### src/rtl/simon_btn_input.sv
// -----------------------------------------------------------------------------
// simon_btn_input
//
// Converts the four raw Simon push-buttons into debounced, decoded colour
// events for the game controller. Each button is synchronised (2 flops),
// debounced, and then tracked by a small FSM that reports single-button
// presses through a valid/ready handshake, echoes the currently held colour,
// and flags multi-button presses and dropped (overrun) presses.
//
// Colour encoding: TL=00, TR=01, BL=10, BR=11.
//
// Optional feature: define SIMON_BTN_TIMEOUT_EN to build the inactivity
// timer that drives 'timeout'; otherwise 'timeout' is tied to 0.
//
// Ports:
//   clk          in   system clock
//   reset        in   asynchronous, active-high reset
//   btn_tl/tr/bl/br in raw asynchronous active-high buttons
//   enable       in   game is accepting player input (gates reporting only)
//   press_valid  out  a decoded press is pending
//   press_color  out  colour of the pending press (stable while valid)
//   press_ready  in   consumer accepts the pending press
//   held_valid   out  exactly one debounced button is down (clean press)
//   held_color   out  colour of the held button, 00 when held_valid=0
//   multi_press  out  1-cycle pulse: a second button went down
//   overrun      out  1-cycle pulse: a press was dropped (one still pending)
//   timeout      out  1-cycle pulse on inactivity (optional feature)
// -----------------------------------------------------------------------------
module simon_btn_input #(
  parameter int DEBOUNCE_CYCLES = 1000000,
  parameter int TIMEOUT_CYCLES  = 250000000
) (
  input  logic       clk,
  input  logic       reset,
  input  logic       btn_tl,
  input  logic       btn_tr,
  input  logic       btn_bl,
  input  logic       btn_br,
  input  logic       enable,
  output logic       press_valid,
  output logic [1:0] press_color,
  input  logic       press_ready,
  output logic       held_valid,
  output logic [1:0] held_color,
  output logic       multi_press,
  output logic       overrun,
  output logic       timeout
);

  localparam logic [23:0] DB_LAST = 24'(DEBOUNCE_CYCLES - 1);

  typedef enum logic [1:0] {
    IDLE   = 2'd0,
    SINGLE = 2'd1,
    MULTI  = 2'd2
  } state_t;

  // Bit index equals colour code, so decoding a one-hot vector gives colour.
  logic [3:0] btn_raw;
  assign btn_raw = {btn_br, btn_bl, btn_tr, btn_tl};

  logic [3:0]  sync1, sync2;
  logic [3:0]  deb;       // debounced levels
  logic [3:0]  deb_d;     // debounced levels one cycle earlier, for edge detect
  logic [23:0] db_cnt [4];

  // ---------------------------------------------------------------------------
  // Synchroniser and per-button debounce
  // ---------------------------------------------------------------------------
  always_ff @(posedge clk or posedge reset) begin
    if (reset) begin
      sync1 <= '0;
      sync2 <= '0;
      deb   <= '0;
      deb_d <= '0;
      // NOTE: the counter array is only four registers, so it is reset
      // explicitly; a real RAM would not get a reset loop like this.
      for (int i = 0; i < 4; i++) db_cnt[i] <= '0;
    end else begin
      // NOTE: non-blocking assignments make every flop here sample the
      // pre-edge value, which is what gives the 2-flop synchroniser its delay.
      sync1 <= btn_raw;
      sync2 <= sync1;
      deb_d <= deb;
      for (int i = 0; i < 4; i++) begin
        if (sync2[i] == deb[i]) begin
          db_cnt[i] <= '0;
        end else if (db_cnt[i] == DB_LAST) begin
          deb[i]    <= ~deb[i];
          db_cnt[i] <= '0;
        end else begin
          db_cnt[i] <= db_cnt[i] + 24'd1;
        end
      end
    end
  end

  // ---------------------------------------------------------------------------
  // Rise detection, counts and colour of a single rise
  // ---------------------------------------------------------------------------
  logic [3:0] rise;
  logic [2:0] rise_cnt;
  logic [2:0] down_cnt;
  logic [1:0] rise_color;

  assign rise = deb & ~deb_d;

  // NOTE: every variable gets a default at the top of always_comb so no
  // path leaves it unassigned, which would otherwise infer a latch.
  always_comb begin
    rise_cnt   = '0;
    down_cnt   = '0;
    rise_color = '0;
    for (int i = 0; i < 4; i++) begin
      rise_cnt = rise_cnt + {2'b00, rise[i]};
      down_cnt = down_cnt + {2'b00, deb[i]};
      if (rise[i]) rise_color = 2'(i);
    end
  end

  // A clean single press: one button just went down and nothing else is down.
  logic single_rise;
  logic report;
  logic fire;

  assign single_rise = (rise_cnt == 3'd1) && (down_cnt == 3'd1);

  state_t state;

  assign report = (state == IDLE) && single_rise && enable;
  assign fire   = press_valid & press_ready;

  // ---------------------------------------------------------------------------
  // Press FSM with registered outputs
  // ---------------------------------------------------------------------------
  always_ff @(posedge clk or posedge reset) begin
    if (reset) begin
      state       <= IDLE;
      press_valid <= 1'b0;
      press_color <= 2'b00;
      held_valid  <= 1'b0;
      held_color  <= 2'b00;
      multi_press <= 1'b0;
      overrun     <= 1'b0;
    end else begin
      multi_press <= 1'b0;
      overrun     <= 1'b0;

      // A new load in the same cycle as a handshake replaces the old press.
      if (report) begin
        if (!press_valid || fire) begin
          press_valid <= 1'b1;
          press_color <= rise_color;
        end else begin
          overrun <= 1'b1;
        end
      end else if (fire) begin
        press_valid <= 1'b0;
      end

      case (state)
        IDLE: begin
          if (rise_cnt != 3'd0) begin
            if (single_rise) begin
              state      <= SINGLE;
              held_valid <= 1'b1;
              held_color <= rise_color;
            end else begin
              state       <= MULTI;
              multi_press <= 1'b1;
            end
          end
        end
        SINGLE: begin
          if (rise_cnt != 3'd0) begin
            state       <= MULTI;
            multi_press <= 1'b1;
            held_valid  <= 1'b0;
            held_color  <= 2'b00;
          end else if (down_cnt == 3'd0) begin
            state      <= IDLE;
            held_valid <= 1'b0;
            held_color <= 2'b00;
          end
        end
        MULTI: begin
          if (down_cnt == 3'd0) state <= IDLE;
        end
        default: begin
          state      <= IDLE;
          held_valid <= 1'b0;
          held_color <= 2'b00;
        end
      endcase
    end
  end

  // ---------------------------------------------------------------------------
  // Optional inactivity timer
  // ---------------------------------------------------------------------------
`ifdef SIMON_BTN_TIMEOUT_EN
  localparam logic [27:0] TO_LAST = 28'(TIMEOUT_CYCLES - 1);

  logic [27:0] idle_cnt;

  always_ff @(posedge clk or posedge reset) begin
    if (reset) begin
      idle_cnt <= '0;
      timeout  <= 1'b0;
    end else begin
      timeout <= 1'b0;
      if (!enable || (rise != 4'b0000)) begin
        idle_cnt <= '0;
      end else if ((state == IDLE) && !press_valid) begin
        if (idle_cnt == TO_LAST) begin
          timeout  <= 1'b1;
          idle_cnt <= '0;
        end else begin
          idle_cnt <= idle_cnt + 28'd1;
        end
      end
    end
  end
`else
  assign timeout = 1'b0;
`endif

endmodule

### config.mk
export PLATFORM = sky130hd
export DESIGN_NAME = simon_btn_input
export DESIGN_NICKNAME = d
export VERILOG_FILES = /design/src/rtl/simon_btn_input.sv
export SDC_FILE = /design/constraint.sdc
export NUM_CORES = 1
export LEC_CHECK = 0
export ABC_AREA = 1
export ABC_CLOCK_PERIOD_IN_PS = 9450
export CORE_MARGIN = 2
export CORE_UTILIZATION = 35
export CTS_CLUSTER_DIAMETER = 30
export DETAILED_ROUTE_END_ITERATION = 8
export GPL_TIMING_DRIVEN = 0
export HOLD_SLACK_MARGIN = 0.05
export SETUP_SLACK_MARGIN = 0.4
export SLEW_MARGIN = 30
export SYNTH_ARGS = -nofsm -noshare
export SYNTH_HDL_FRONTEND = slang
export SYNTH_SLANG_ARGS = --single-unit
### constraint.sdc
create_clock -name clk -period 9.45 [get_ports clk]
set_clock_uncertainty 0.1 [all_clocks]
set_input_delay 2.835 -clock clk [delete_from_list [all_inputs] [get_ports clk]]
set_output_delay 2.835 -clock clk [all_outputs]
set_load 0.1 [all_outputs]
-- Word level (Yosys, flattened, before mapping)
Index checks and enable logic that the tools add are counted.
- output and inout port bits: 9
- logic and storage cells: 107
- input port bits: 8
- bits in registers: 122
- memory bits (read-only): 0
- bits in latches: 0
- memory bits (writable): 0
- memories: 0
- reduce and logical (&&, ||, !) cells: 16
- multiplexer cells: 35
- add/subtract/negate cells: 10
- shifts and indexed selects: 0
- bitwise logic cells: 12
- equal/unequal tests: 16
- div/mod/pow operators: 0
- multiply operators: 0
- $lt $le $gt $ge: 0
- operators with widths (cell ; number):
    24-bit two-way mux ; 8
    24-bit by 1-bit adder with 24-bit output, second input constant ; 4
    24-bit by 20-bit equality test with 1-bit output, second input constant ; 4
    2-bit two-way mux ; 10
    1-bit two-way mux ; 13
    2-bit case mux with 3 select lines ; 2
    2-bit AND reduction ; 6
    1-bit inverter ; 9
    2-bit by 1-bit adder with 3-bit output ; 2
    3-bit by 1-bit adder with 3-bit output ; 2
    3-bit by 1-bit equality test with 1-bit output, second input constant ; 2
    1-bit by 1-bit adder with 2-bit output ; 2
    4-bit AND ; 1
    1-bit equality test ; 4
    2-bit by 1-bit inequality test with 1-bit output, second input constant ; 2
    4-bit inverter ; 1
    4-bit AND reduction ; 1
    1-bit logical AND ; 3
    3-bit logical NOT ; 1
    3-bit inequality test, second input constant ; 1
    1-bit case mux with 3 select lines ; 1
    3-bit nonzero test ; 1
    2-bit by 1-bit equality test with 1-bit output, second input constant ; 1
    2-bit equality test, second input constant ; 1
    7 further kinds ; 7

-- Longest topological paths before layout
- depth after elaboration: 11
- depth in mapped cells: 12
- depth with buffers taken out: 12

-- Worst setup path before layout
No wires, ideal clock.
- path kind: reg-to-output
- start point: reg held_color[0]
- end point: out held_color[0]
- stages on the path, launching flop included: 1
- arrival time: 0.898 ns
- path buffers: 0
- required time: 6.515 ns
- slack: 5.617 ns
- cells stage by stage: dfrtp_1
- RTL lines (what ; line ; source):
    start: declaration ; 44 ; output logic [1:0] held_color,
    start signal: assignment ; 167 ; held_color <= rise_color;
No word-level cell between the ends.

-- Final worst setup path
- start point: reg held_color[1]
- end point: out held_color[1]
No word-level cell between the ends.

==> results.yml <==
power_and_ir_drop:
  clock_power_share: 0.513
  swShare: 0.2059
  p_per_area_nw_per_um2: 154.9
  pwr-share-comb: 0.030
  p_leak_nw: 3.427
  power.switching_w: 0.0002402
  finalPower_w: 0.001166
  irDropWorstVdd_mv: 0.1196
  seq_power_share: 0.457
  intPower_w: 0.0009262
critical_path:
  cp_top_family: "buffers and inverters"
  path_class: "flip-flop to primary output"
  worstPathRequired_ps: 6520
  critical_path_peak_fanout: 2
  cp_slowest_cell: "clkdlybuf4s50_1"
  cp.buffers_inverters: 1
  arrival_ps: 1930
  end_kind: "primary output"
  max_stage_delay_ps: 1140
  cp-start-kind: "flip-flop"
  worstPathCellList: "clkdlybuf4s50_1"
final_layout:
  layout-drive-gt1-share: 0.07522
  multiInputGateArea_um2: 3077
  fill_cells: 1841
  num_antenna_cells: 0
  layoutNonFillerInstCount: 1133
  seq_area_um2: 3053
  syn_to_final_growth_pct: 15.46
  layout.nets: 914
synth:
  synth_mux_area_frac: 0
  ys.flop_type: "dfrtp_1"
  postSynthAreaPerCell_um2: 7.577
  yosysMostFrequentCell: "nor2_1"
  synth-simple-area-share: 0.3619
  synthAdderAreaFrac: 0.02148
  syn_inst: 861
  synth_compound_area_frac: 0.03395
  syn_area_um2: 6524
  synth_fp_nets: 879
  synth_top_cells_by_count: "nor2_1 (219), nand2_1 (213), dfrtp_1 (122)"
  yosys_register_bits: 122
  seq_area_frac_synth: 0.4680
  synth-edff-count: 0
  synth_area_leaders: "dfrtp_1 (47%), nor2_1 (13%), nand2_1 (12%)"
  synth_xor_area_frac: 0.05370
  yosysTopAreaCell: "dfrtp_1"
  synth_top_area_share: 0.4680
  async_flop_share: 1.000
  synth_top_family_by_area: "simple AND/OR/NAND/NOR gates"
  synth_cell_types: 30
  ys_warn_count: 0
detailed_routing:
  viasPerCell: 4.546
  dr_total_vias: 5151
  ant_nets: 0
  drtIter0Drc: 347
  remaining_drc_errors: 0
  wl_per_cell_um: 11.57
  totalWireLength_um: 13110
  firstDrtPassIters: 4
global_route:
  globalRoute.totalOverflow: 0
  use_met1: 0.1968
  grtUsageMet2: 0.2276
  grt_pass1_vias: 4885
  track_usage: 0.1456
  grt_max_degree: 87
  grt_pass1_wl_um: 22980
  antenna_found_initial: 0
  met3_usage: 0.03419
  top_usage_layer: "met2"
sta:
  slew_viol_final: 0
  fin_setup_tns_ps: 0
  finalCritPeriodShare: 0.5150
  relSlewSlack: 0.3312
  setup_viol: 0
  rsz0062_at_grt: "no"
  max_freq_mhz: 205.5
  tightest_slew_ps: 1000
  whs_ps: 247.0
  post-route-min-period_ps: 4866
  hold_violations: 0
job:
  max_cap_violations: 0
floorplanning:
  pin_count: 17
  die_x_um: 140.5
  rows: 49
  initial_core_util: 0.3595
  core-area_um2: 18150
  die_area_um2: 19750
  die_y_um: 140.5
clock_tree:
  cts_hold_buf: 0
  htreeDepth: 4
  clock-sinks: 122
  cts_tree: "yes"
  cts_setup_buffers: 0
  cts_root_buf: "clkbuf_16"
  cts_resized: 0
  path_clk_slew_ps: 50
  numCtsBuffers: 17
  clockBufferDepth: 2
  clock_latency_ps: 420
placed_design:
  numPortBuffers: 15
  dpl.hpwl_um: 9465
  place_congestion: 0.8247
  dp_cells: 1106
min_path:
  min_path_type: "flip-flop to flip-flop"
status:
  status: "complete, no violations"
cell families (layout without fill, tap and decap cells):
logic type                 Yosys count  count (layout)
and+or+nand+nor                    548             548
DFF                                122             122
buffers and inverters              102             145
xor gates and xnor gates            40              40
AOI/OAI and AO/OA                   38              38
adders and majority gates           10              10
other                                1               1
state kept, by name (all words and copies together), names as in the netlist:
signal / count
press_color: 2
sync2: 4
press_valid: 1
deb: 4
deb_d: 4
db_cnt: 96
held_color: 2
overrun: 1
held_valid: 1
multi_press: 1
sync1: 4
state: 2
final timing paths:
path | startpoint | endpoint | slack (ps) | cells past startpoint
min reg2reg | sync1[3] | sync2[3] | 250 | 0
min | sync1[3] | sync2[3] | 250 | 0
max | held_color[1] | held_color[1] | 4580 | 1
max in group asynchronous | reset | db_cnt[0] | 5860 | 3
min in group asynchronous | reset | db_cnt[40] | 2700 | 2
max reg2reg | deb[1] | press_color[1] | 6730 | 11
layer usage:
metal / up-vias / part of all wire
li1: 2734 / -
met1: 2355 / 0.51
met2: 50 / 0.45
met3: 12 / 0.025
met4: 0 / 0.012
met5: - / 0
layout by cell type (no fill, tap or decap), types with 2 or more instances in the layout:
master | synthesis | final
nand3_1 | 35 | 35
o21bai_2 | 3 | 3
nand3_2 | 8 | 8
nand2_4 | 3 | 3
xnor2_1 | 18 | 18
clkbuf_1 | 3 | 5
nor2_2 | 8 | 8
nor2_1 | 219 | 219
nand4_1 | 8 | 8
ha_1 | 8 | 8
fa_1 | 2 | 2
nor3b_1 | 4 | 4
o21bai_1 | 2 | 2
clkdlybuf4s50_1 | 0 | 14
clkbuf_16 | 0 | 17
clkbuf_8 | 0 | 5
nand2_2 | 3 | 3
a21oi_1 | 12 | 12
nor3_1 | 34 | 34
clkinv_2 | 0 | 2
a31oi_1 | 3 | 3
and2_1 | 2 | 2
nand2_1 | 213 | 213
o21ai_0 | 17 | 17
dfrtp_1 | 122 | 122
inv_1 | 96 | 95
nor2_4 | 10 | 10
xor2_1 | 22 | 22
power groups by stage:
stage,clock [W],sequential [W],combinational [W]
finish,0.000599,0.000533,0.0000345
detailed placement,0,0.000542,0.0000360
global placement,0,0.000542,0.0000340
CTS,0.000620,0.000533,0.0000361
floorplan,0,0.000541,0.0000234
global route,0.000641,0.000533,0.0000404
area by class of cell:
| class | instances | area share |
|---|---|---|
| multi-input cells | 637 | 0.4085 |
| flip-flops and latches | 122 | 0.4053 |
| clock buffers | 24 | 0.06661 |
| inverters | 97 | 0.04934 |
| well taps | 229 | 0.03804 |
| repair buffers | 16 | 0.02292 |
| clock inverters | 3 | 0.005316 |
| plain buffers | 5 | 0.003987 |
through the flow:
| stage | setup WS (ps) | utilization | instance area [um^2] |
|---|---|---|---|
| after floorplan | 3272 | - | 6524 |
| after global placement | 1298 | 0.3835 | 6960 |
| after detailed placement | 4989 | 0.3855 | 6995 |
| after CTS | 4536 | 0.4153 | 7537 |
| after global routing | 4517 | 0.4151 | 7532 |
| final | 4584 | 0.4151 | 7532 |
Note: power is estimated with default switching activity, not from simulation.
